[src/rtl/core_pkg.sv]
// Shared definitions for the RV32I core pipeline.
// Holds the base-ISA opcode constants, the common scalar typedefs, the
// immediate-format enum, the ID stage FSM states and the ID/EX bundle.
// Also provides small helpers that tell which source registers an opcode reads.
package core_pkg;

    localparam int DATA_W = 32;

    typedef logic [4:0]        RegId;
    typedef logic [DATA_W-1:0] Data;
    typedef logic              Bool;
    typedef logic              Clock;

    localparam logic [6:0] OPC_LOAD     = 7'b000_0011;
    localparam logic [6:0] OPC_MISC_MEM = 7'b000_1111;
    localparam logic [6:0] OPC_OP_IMM   = 7'b001_0011;
    localparam logic [6:0] OPC_AUIPC    = 7'b001_0111;
    localparam logic [6:0] OPC_STORE    = 7'b010_0011;
    localparam logic [6:0] OPC_OP       = 7'b011_0011;
    localparam logic [6:0] OPC_LUI      = 7'b011_0111;
    localparam logic [6:0] OPC_BRANCH   = 7'b110_0011;
    localparam logic [6:0] OPC_JALR     = 7'b110_0111;
    localparam logic [6:0] OPC_JAL      = 7'b110_1111;
    localparam logic [6:0] OPC_SYSTEM   = 7'b111_0011;

    typedef enum logic [2:0] {
        IMM_NONE = 3'd0,
        IMM_I    = 3'd1,
        IMM_S    = 3'd2,
        IMM_B    = 3'd3,
        IMM_U    = 3'd4,
        IMM_J    = 3'd5
    } ImmType;

    typedef enum logic {
        ST_RUN   = 1'b0,
        ST_STALL = 1'b1
    } StageState;

    typedef struct packed {
        Bool        valid;
        Data        pc;
        Data        rs1_val;
        Data        rs2_val;
        RegId       rs1_idx;
        RegId       rs2_idx;
        RegId       rd;
        Data        imm;
        logic [6:0] opcode;
        logic [2:0] funct3;
        Bool        funct7_b5;
        Bool        reg_write;
        Bool        is_load;
        Bool        illegal;
    } IdExBundle;

    // rs1 is read by everything except the PC/upper-immediate forms
    function automatic Bool uses_rs1(input logic [6:0] opc);
        return !((opc == OPC_LUI) || (opc == OPC_AUIPC) || (opc == OPC_JAL));
    endfunction

    function automatic Bool uses_rs2(input logic [6:0] opc);
        return (opc == OPC_OP) || (opc == OPC_STORE) || (opc == OPC_BRANCH);
    endfunction

endpackage

[src/rtl/imm_gen.sv]
// Immediate generator for RV32I.
// Purely combinational: classifies the opcode into an immediate format,
// builds the sign-extended immediate and flags opcodes outside the base set.
// Ports: instr (raw instruction) -> imm (sign-extended immediate),
//        illegal (opcode not an RV32I base opcode).
module imm_gen
    import core_pkg::*;
(
    input  logic [31:0] instr,
    output Data         imm,
    output Bool         illegal
);

    ImmType imm_type_s;

    // opcode -> immediate format and legality
    always_comb begin
        imm_type_s = IMM_NONE;
        illegal    = 1'b0;
        case (instr[6:0])
            OPC_LOAD, OPC_OP_IMM, OPC_JALR: imm_type_s = IMM_I;
            OPC_STORE:                      imm_type_s = IMM_S;
            OPC_BRANCH:                     imm_type_s = IMM_B;
            OPC_LUI, OPC_AUIPC:             imm_type_s = IMM_U;
            OPC_JAL:                        imm_type_s = IMM_J;
            OPC_OP, OPC_MISC_MEM, OPC_SYSTEM: imm_type_s = IMM_NONE;
            default:                        illegal = 1'b1;
        endcase
    end

    // immediate assembly; every format sign-extends from instr[31]
    always_comb begin
        imm = 32'h0000_0000;
        case (imm_type_s)
            IMM_I: imm = {{20{instr[31]}}, instr[31:20]};
            IMM_S: imm = {{20{instr[31]}}, instr[31:25], instr[11:7]};
            IMM_B: imm = {{19{instr[31]}}, instr[31], instr[7], instr[30:25], instr[11:8], 1'b0};
            IMM_U: imm = {instr[31:12], 12'h000};
            IMM_J: imm = {{11{instr[31]}}, instr[31], instr[19:12], instr[20], instr[30:21], 1'b0};
            default: imm = 32'h0000_0000;
        endcase
    end

endmodule

[src/rtl/decode_stage.sv]
// ID stage and ID/EX pipeline register of the 5-stage RV32I core.
// Drives the register-file read indices straight from the IF/ID instruction,
// decodes it, captures the returned operands and presents a valid/ready
// bundle to EX. A load in ID/EX whose rd feeds the next instruction causes
// exactly one bubble. flush from EX overrides everything.
// Ports: clk/rst (async active-high); if_valid/if_ready/if_instr/if_pc from
// IF/ID; rf_read_idx_*/rf_read_data_* to/from the register file; flush and
// ex_ready from EX; id_* registered bundle to EX.
// Optional: define DECODE_STALL_CNT_EN to add the stall_count output.
module decode_stage
    import core_pkg::*;
#(
    parameter int          XLEN      = DATA_W,
    parameter logic [31:0] NOP_INSTR = 32'h0000_0013
) (
    input  logic            clk,
    input  logic            rst,
    input  logic            if_valid,
    output logic            if_ready,
    input  logic [31:0]     if_instr,
    input  logic [XLEN-1:0] if_pc,
    output logic [4:0]      rf_read_idx_1,
    output logic [4:0]      rf_read_idx_2,
    input  logic [XLEN-1:0] rf_read_data_1,
    input  logic [XLEN-1:0] rf_read_data_2,
    input  logic            flush,
    input  logic            ex_ready,
    output logic            id_valid,
    output logic [XLEN-1:0] id_pc,
    output logic [XLEN-1:0] id_rs1_val,
    output logic [XLEN-1:0] id_rs2_val,
    output logic [4:0]      id_rs1_idx,
    output logic [4:0]      id_rs2_idx,
    output logic [4:0]      id_rd,
    output logic [XLEN-1:0] id_imm,
    output logic [6:0]      id_opcode,
    output logic [2:0]      id_funct3,
    output logic            id_funct7_b5,
    output logic            id_reg_write,
    output logic            id_is_load,
    output logic            id_illegal
`ifdef DECODE_STALL_CNT_EN
    ,
    output logic [31:0]     stall_count
`endif
);

    IdExBundle  id_r;
    IdExBundle  id_next_s;
    IdExBundle  bubble_s;
    IdExBundle  decoded_s;
    StageState  state_r;
    StageState  state_next_s;
    Data        imm_s;
    Bool        illegal_s;
    Bool        hazard_s;
    Bool        accept_s;
    logic [6:0] opc_s;

    assign opc_s         = if_instr[6:0];
    assign rf_read_idx_1 = if_instr[19:15];
    assign rf_read_idx_2 = if_instr[24:20];

    imm_gen u_imm_gen (
        .instr   (if_instr),
        .imm     (imm_s),
        .illegal (illegal_s)
    );

    // load-use detection against the bundle currently held in ID/EX
    assign hazard_s = id_r.valid && id_r.is_load && (id_r.rd != 5'd0) &&
                      (((id_r.rd == if_instr[19:15]) && uses_rs1(opc_s)) ||
                       ((id_r.rd == if_instr[24:20]) && uses_rs2(opc_s)));

    // flush consumes (and discards) whatever IF/ID offers
    assign if_ready = flush || (!hazard_s && (!id_r.valid || ex_ready));
    assign accept_s = if_valid && if_ready;

    // bubble is the NOP decode with no operands; also the reset image
    always_comb begin
        bubble_s           = '0;
        bubble_s.opcode    = NOP_INSTR[6:0];
        bubble_s.funct3    = NOP_INSTR[14:12];
        bubble_s.imm       = {{20{NOP_INSTR[31]}}, NOP_INSTR[31:20]};
    end

    // decode of the instruction offered by IF/ID
    always_comb begin
        decoded_s           = '0;
        decoded_s.valid     = 1'b1;
        decoded_s.pc        = if_pc;
        decoded_s.rs1_val   = rf_read_data_1;
        decoded_s.rs2_val   = rf_read_data_2;
        decoded_s.rs1_idx   = if_instr[19:15];
        decoded_s.rs2_idx   = if_instr[24:20];
        decoded_s.rd        = if_instr[11:7];
        decoded_s.imm       = imm_s;
        decoded_s.opcode    = opc_s;
        decoded_s.funct3    = if_instr[14:12];
        decoded_s.funct7_b5 = if_instr[30];
        decoded_s.is_load   = (opc_s == OPC_LOAD);
        decoded_s.illegal   = illegal_s;
        decoded_s.reg_write = !illegal_s && (if_instr[11:7] != 5'd0) &&
                              (opc_s != OPC_STORE) && (opc_s != OPC_BRANCH) &&
                              (opc_s != OPC_SYSTEM);
    end

    // FSM next state: one-cycle STALL after a bubble is inserted
    always_comb begin
        state_next_s = ST_RUN;
        case (state_r)
            ST_RUN: begin
                if (!flush && hazard_s && ex_ready) begin
                    state_next_s = ST_STALL;
                end else begin
                    state_next_s = ST_RUN;
                end
            end
            ST_STALL: state_next_s = ST_RUN;
            default:  state_next_s = ST_RUN;
        endcase
    end

    // ID/EX next contents, highest priority first
    always_comb begin
        id_next_s = id_r;
        if (flush) begin
            id_next_s = bubble_s;
        end else if (hazard_s && ex_ready) begin
            id_next_s = bubble_s;
        end else if (accept_s) begin
            id_next_s = decoded_s;
        end else if (ex_ready) begin
            id_next_s = bubble_s;
        end else begin
            id_next_s = id_r;
        end
    end

    // pipeline register and FSM state
    always_ff @(posedge clk or posedge rst) begin
        if (rst) begin
            id_r    <= bubble_s;
            state_r <= ST_RUN;
        end else begin
            id_r    <= id_next_s;
            state_r <= state_next_s;
        end
    end

`ifdef DECODE_STALL_CNT_EN
    logic [31:0] stall_cnt_r;

    // counts RUN->STALL transitions, wrapping naturally
    always_ff @(posedge clk or posedge rst) begin
        if (rst) begin
            stall_cnt_r <= 32'd0;
        end else if ((state_r == ST_RUN) && (state_next_s == ST_STALL)) begin
            stall_cnt_r <= stall_cnt_r + 32'd1;
        end else begin
            stall_cnt_r <= stall_cnt_r;
        end
    end

    assign stall_count = stall_cnt_r;
`endif

    assign id_valid     = id_r.valid;
    assign id_pc        = id_r.pc;
    assign id_rs1_val   = id_r.rs1_val;
    assign id_rs2_val   = id_r.rs2_val;
    assign id_rs1_idx   = id_r.rs1_idx;
    assign id_rs2_idx   = id_r.rs2_idx;
    assign id_rd        = id_r.rd;
    assign id_imm       = id_r.imm;
    assign id_opcode    = id_r.opcode;
    assign id_funct3    = id_r.funct3;
    assign id_funct7_b5 = id_r.funct7_b5;
    assign id_reg_write = id_r.reg_write;
    assign id_is_load   = id_r.is_load;
    assign id_illegal   = id_r.illegal;

endmodule

[config.mk]
export PLATFORM = sky130hd
export DESIGN_NAME = decode_stage
export DESIGN_NICKNAME = d
export VERILOG_FILES = /design/src/rtl/core_pkg.sv /design/src/rtl/imm_gen.sv /design/src/rtl/decode_stage.sv
export SDC_FILE = /design/constraint.sdc
export NUM_CORES = 1
export LEC_CHECK = 0
export ABC_AREA = 1
export BUFFER_PORTS_ARGS = -buffer_cell sky130_fd_sc_hd__buf_2
export CAP_MARGIN = 20
export CORE_MARGIN = 4
export CORE_UTILIZATION = 35
export DETAILED_ROUTE_END_ITERATION = 6
export PLACE_DENSITY = 0.71
export SETUP_SLACK_MARGIN = 0.2
export SYNTH_ARGS = -nofsm -noshare
export SYNTH_HDL_FRONTEND = slang
export SYNTH_SLANG_ARGS = --single-unit
[constraint.sdc]
create_clock -name clk -period 7.18 [get_ports clk]
set_input_delay 0.718 -clock clk [delete_from_list [all_inputs] [get_ports clk]]
set_output_delay 0.718 -clock clk [all_outputs]
set_load 0.02 [all_outputs]
# Word-level counts from Yosys, hierarchy flattened
# Cells that the tools add are included.
# op_classes
n_reduce_logical,28
n_mux,7
eq_ne,21
# op_table
operator,n
$mux 158,4
$pmux 32 s5,1
$eq 7x7->1 const B,4
$eq 7x6->1 const B,3
$pmux 3 s5,1
$eq 7x5->1 const B,2
$ne 7x7->1 const B,2
$logic_and 1x1->1,12
$reduce_or 11->1,1
$eq 5x5->1,2
$reduce_bool 5->1,2
$eq 7x2->1 const B,1
$eq 7x4->1 const B,1
$logic_or 1x1->1,7
$ne 7x6->1 const B,1
$eq 3x2->1 const B,2
$eq 3x3->1 const B,2
$reduce_bool 4->1,1
$eq 3x1->1 const B,1
$logic_not 1->1,3
$reduce_or 3->1,1
$reduce_or 2->1,1
$mux 1,1
# totals
wordCells,70
register_bits,158
in_bits,133

# Longest topological paths before layout
# logic_depth
word_depth,14
ltp_mapped,16

# Modules after synthesis
# A second synthesis with hierarchy kept.
# hier_totals
cells_unflattened,917
hier_area_um2,7186.9
# modules_own_cells
mod,n_inst,cells_each,area_per_inst_um2
decode_stage,1,746,6381.1
imm_gen,1,171,805.8

# Least setup slack after synthesis
# Ideal clock, no wire load.
# synth_path
kind,input -> output
start,in if_instr[4]
end,out if_ready
cell_stages,10
setup_slack_ns,4.742
arrival_time_ns,1.720
path_buffers,0
path_cell_list,inv_2 -> nand2_1 -> nor2_2 -> nand2_2 -> nand2_4 -> inv_2 -> nand3_1 -> nand2_1 -> nand3_2 -> and2_1
# synth_between
elab_chain_cells,10
word_cells_on_any_way,18
# synth_rtl
item,line_no,source
from (decl),decode_stage.sv:20,"input logic [31:0] if_instr,"
$eq 7x6->1 or $eq 7x5->1 (tied branches),core_pkg.sv:59,return !((opc == OPC_LUI) || (opc == OPC_AUIPC) || (opc == OPC_JAL));
$logic_or 1x1->1 (2 in series),core_pkg.sv:59,
$logic_not 1->1,core_pkg.sv:59,
$logic_and 1x1->1,decode_stage.sv:72,(((id_r.rd == if_instr[19:15]) && uses_rs1(opc_s)) ||
$logic_or 1x1->1 *,decode_stage.sv:72,
$logic_and 1x1->1 *,decode_stage.sv:71,assign hazard_s = id_r.valid && id_r.is_load && (id_r.rd != 5'd0) &&
$logic_not 1->1 *,decode_stage.sv:76,assign if_ready = flush || (!hazard_s && (!id_r.valid || ex_ready));
$logic_and 1x1->1 *,decode_stage.sv:76,
$logic_or 1x1->1 *,decode_stage.sv:76,
to (decl),decode_stage.sv:19,"output logic if_ready,"
# Mark *: on every way between the ends. The rest lies on a longest branch, timed or not.

# Final worst setup path
# layout_path
start,in if_instr[4]
end,"reg id_r, in the netlist id_imm[18]"
# layout_between
elab_chain_cells,14
word_cells_on_any_way,36
# layout_rtl
item,line_no,source
branches (longest 14 deep; another with $mux 158),-,
to (signal assigned),decode_stage.sv:143,id_r <= bubble_s;
to (signal assigned),decode_stage.sv:146,id_r <= id_next_s;
to (decl),decode_stage.sv:48,IdExBundle id_r;
# Parallel ways; which one is timed is not known.
# A chain may end at the register's enable or synchronous reset.

==> reports/metrics.yaml <==
floorplan:
  die_x_um: 148
  num_rows: 50
  dieArea_um2: 21900
  core_um2: 19000
  start_util: 0.361
  die_y_um: 148
  io_pins: 302
grt:
  globalRouteOverflowTotal: 0
  grt_pass1_vias: 6264
  grt_use_met3: 0.0671
  grt_use_met2: 0.310
  grt.total_usage: 0.188
  gr-usage-met1: 0.231
  top_usage_layer: "met2"
  grt_max_degree: 93
  antenna_found_initial: 1
  grt_pass1_wl_um: 32700
final_layout:
  num-fill-cells: 1905
  drive_gt1_frac: 0.318
  final_core_util: 0.472
  syn_to_final_growth_pct: 30.9
  fin_area_um2: 8950
  nets: 1228
critical_path:
  end_kind: "register"
  critical_path.max_fanout: 90
  crit_buf_inv: 5
  criticalPathCategory: "input pin to register"
  critical_path.max_stage_delay_ns: 0.79
  reg2reg_slack_ns: 4.10
  path_cells: "buf_2, inv_2, nor2_4, nand3_2, nand2_4, inv_2, nand3_1, nand2_1, nand3_1, nand2_1, nor2_4, buf_4, buf_4, nand3_1, nand2_1"
  critPathSlowestCell: "buf_4"
  crit_family: "buffers and inverters"
  reg2regPathDepth: 12
  r2r-end: "id_rs1_val[21]"
  arrival_ns: 3.68
  cp.required_ns: 7.53
  worstReg2RegStart: "id_rd[2]"
  critPathLaunchType: "input pin"
drt:
  vias: 6233
  dr.pass1.iters: 5
  vias_per_cell: 4.56
  drtAntennaViolNets: 0
  drt-total-wl_um: 20700
  avgRoutedWirePerCell_um: 15.1
  drc: 0
  drt_iter0_drc: 388
yosys:
  syn_nets: 950
  synthArstFlopShare: 1.00
  synth_seq_area_share: 0.578
  yosysTopAreaCell: "dfrtp_1"
  synth_ff_type: "dfrtp_1"
  synth_area_leaders: "dfrtp_1, nand2_1, nand3_1"
  syn-mean-instance-area_um2: 8.38
  yosys_warnings: 0
  synth_top_area_share: 0.567
  post_synth_num_cell_types: 29
  synth_edf_count: 0
  syn_inst: 817
  syn-cell-area_um2: 6840
  synth-seq-cells: 158
sta:
  slew_violations: 0
  period_share: 0.464
  setup_tns_ns: 0
  clock_skew_ns: 0.00576
  rsz0062_at_grt: "false"
  period_needed_ns: 3.33
  slew_headroom: 0.298
  finalHoldViolations: 0
  worst_slew_pin_slew_ns: 1.04
  fmax_mhz: 300
  setup_violations: 0
placed_design:
  post-dp-hpwl_um: 15100
  place_area_um2: 8340
  gp_congestion: 0.872
  numPortBuffers: 301
run:
  maxCapViolCount: 0
pwr:
  peakVddDrop_v: 0.000161
  p_leak_nw: 5.52
  p_per_area_nw_per_um2: 237
clocking:
  root_buffer: "clkbuf_16"
  cts_setup_buffers: 0
  cts_htree_levels: 4
  cts_resized: 0
  cts_buffer_depth: 2
  clk_latency_ns: 0.42
  cts_made_buffers: 17
  cts.clk_slew.worst_paths_ns: 0.06
  hold_buffers: 0
  clock_sinks: 158
  cts_tree: "yes"
hold_path:
  hold_path.class: "input pin to async pin"
status:
  status: "finished, final reports clean"
-- state kept, by name (all words and copies together), names as in the netlist --
register,count
id_funct7_b5,1
id_rs1_idx,5
id_rs1_val,32
id_imm,32
id_reg_write,1
id_valid,1
id_rs2_idx,5
id_rd,5
id_opcode,7
id_funct3,3
id_pc,32
id_rs2_val,32
id_is_load,1
id_illegal,1
-- layout make-up --
cell class | instances | area (µm²) | area share
Sequential cell | 158 | 3960 | 0.442
Multi-Input combinational cell | 587 | 2420 | 0.270
Timing Repair Buffer | 305 | 1540 | 0.172
Clock buffer | 17 | 425 | 0.0475
Tap cell | 260 | 325 | 0.0363
Clock inverter | 14 | 184 | 0.0205
Inverter | 26 | 105 | 0.0117
Antenna cell | 1 | 2.50 | 0.000279
-- cells by family (layout without fill, tap and decap cells) --
family,count (synthesis),after routing,share of synthesized area
flip-flops,158,158,0.578
other,0,1,0
XOR/XNOR,7,7,0.00896
AND/OR/NAND/NOR,557,557,0.325
buffers and inverters,72,362,0.0682
AO/OA/AOI/OAI,23,23,0.0192
-- routing by layer --
metal / vias up / part of all wire
met3: 39 / 0.084
met1: 2883 / 0.42
met5: - / 0.00063
met4: 2 / 0.023
met2: 236 / 0.47
li1: 3073 / -
-- worst max-delay path by stage --
stage	from	to	cells past startpoint	slack, ns
after floorplan	rst	id_funct3[0]	1	2.20
after global placement	if_instr[4]	id_rs2_val[12]	16	3.53
after detailed placement	if_instr[4]	id_rs2_val[12]	15	3.44
after CTS	if_instr[4]	id_rs2_val[12]	15	3.89
after global routing	if_instr[4]	id_imm[18]	16	3.56
final	if_instr[4]	id_imm[18]	15	3.85
-- cells in the final DEF, fill, tap and decap left out, types with 5 or more instances in the layout --
cell       Yosys  final
buf_2         16    301
clkbuf_16      0     17
dfrtp_1      155    155
inv_1         23     22
inv_6          0      5
nand2_1      463    463
nand3_1       55     55
nor2_1        25     25
o21ai_0       11     11
xor2_1         5      5
-- worst register-to-register path, delay by kind of cell, from the launching register on --
| family | cells | cell delay (ns) |
|---|---|---|
| xor+xnor | 1 | 0.18 |
| buf+inv | 2 | 1.29 |
| flops | 1 | 0.43 |
| simple gates | 9 | 1.11 |
-- cells in the mapped netlist (3+ instances only) --
master	count
nor2_1	25
o21ai_1	4
xor2_1	5
buf_2	16
nand3_1	55
dfrtp_1	155
inv_1	23
inv_2	3
nand2_1	463
buf_4	11
buf_6	18
a21oi_1	3
dfstp_2	3
o21ai_0	11
-- power by group --
group	internal, mW	total (mW)	switching, mW
clock network	0.553	0.937	0.384
registers	0.926	0.945	0.0190
logic	0.0765	0.242	0.166
total	1.56	2.12	0.569
-- through the flow --
stage	std cells	setup WS [ns]	total power [mW]	hold WS [ns]
6_report	1368	3.85	2.12	0.435
2_1_floorplan	817	2.20	1.11	0.535
3_3_place_gp	1336	3.53	1.20	0.448
3_5_place_dp	1336	3.44	1.21	0.453
5_1_grt	1367	3.56	2.22	0.467
4_1_cts	1367	3.89	2.15	0.462
Note: power is estimated with default switching activity, not from simulation.
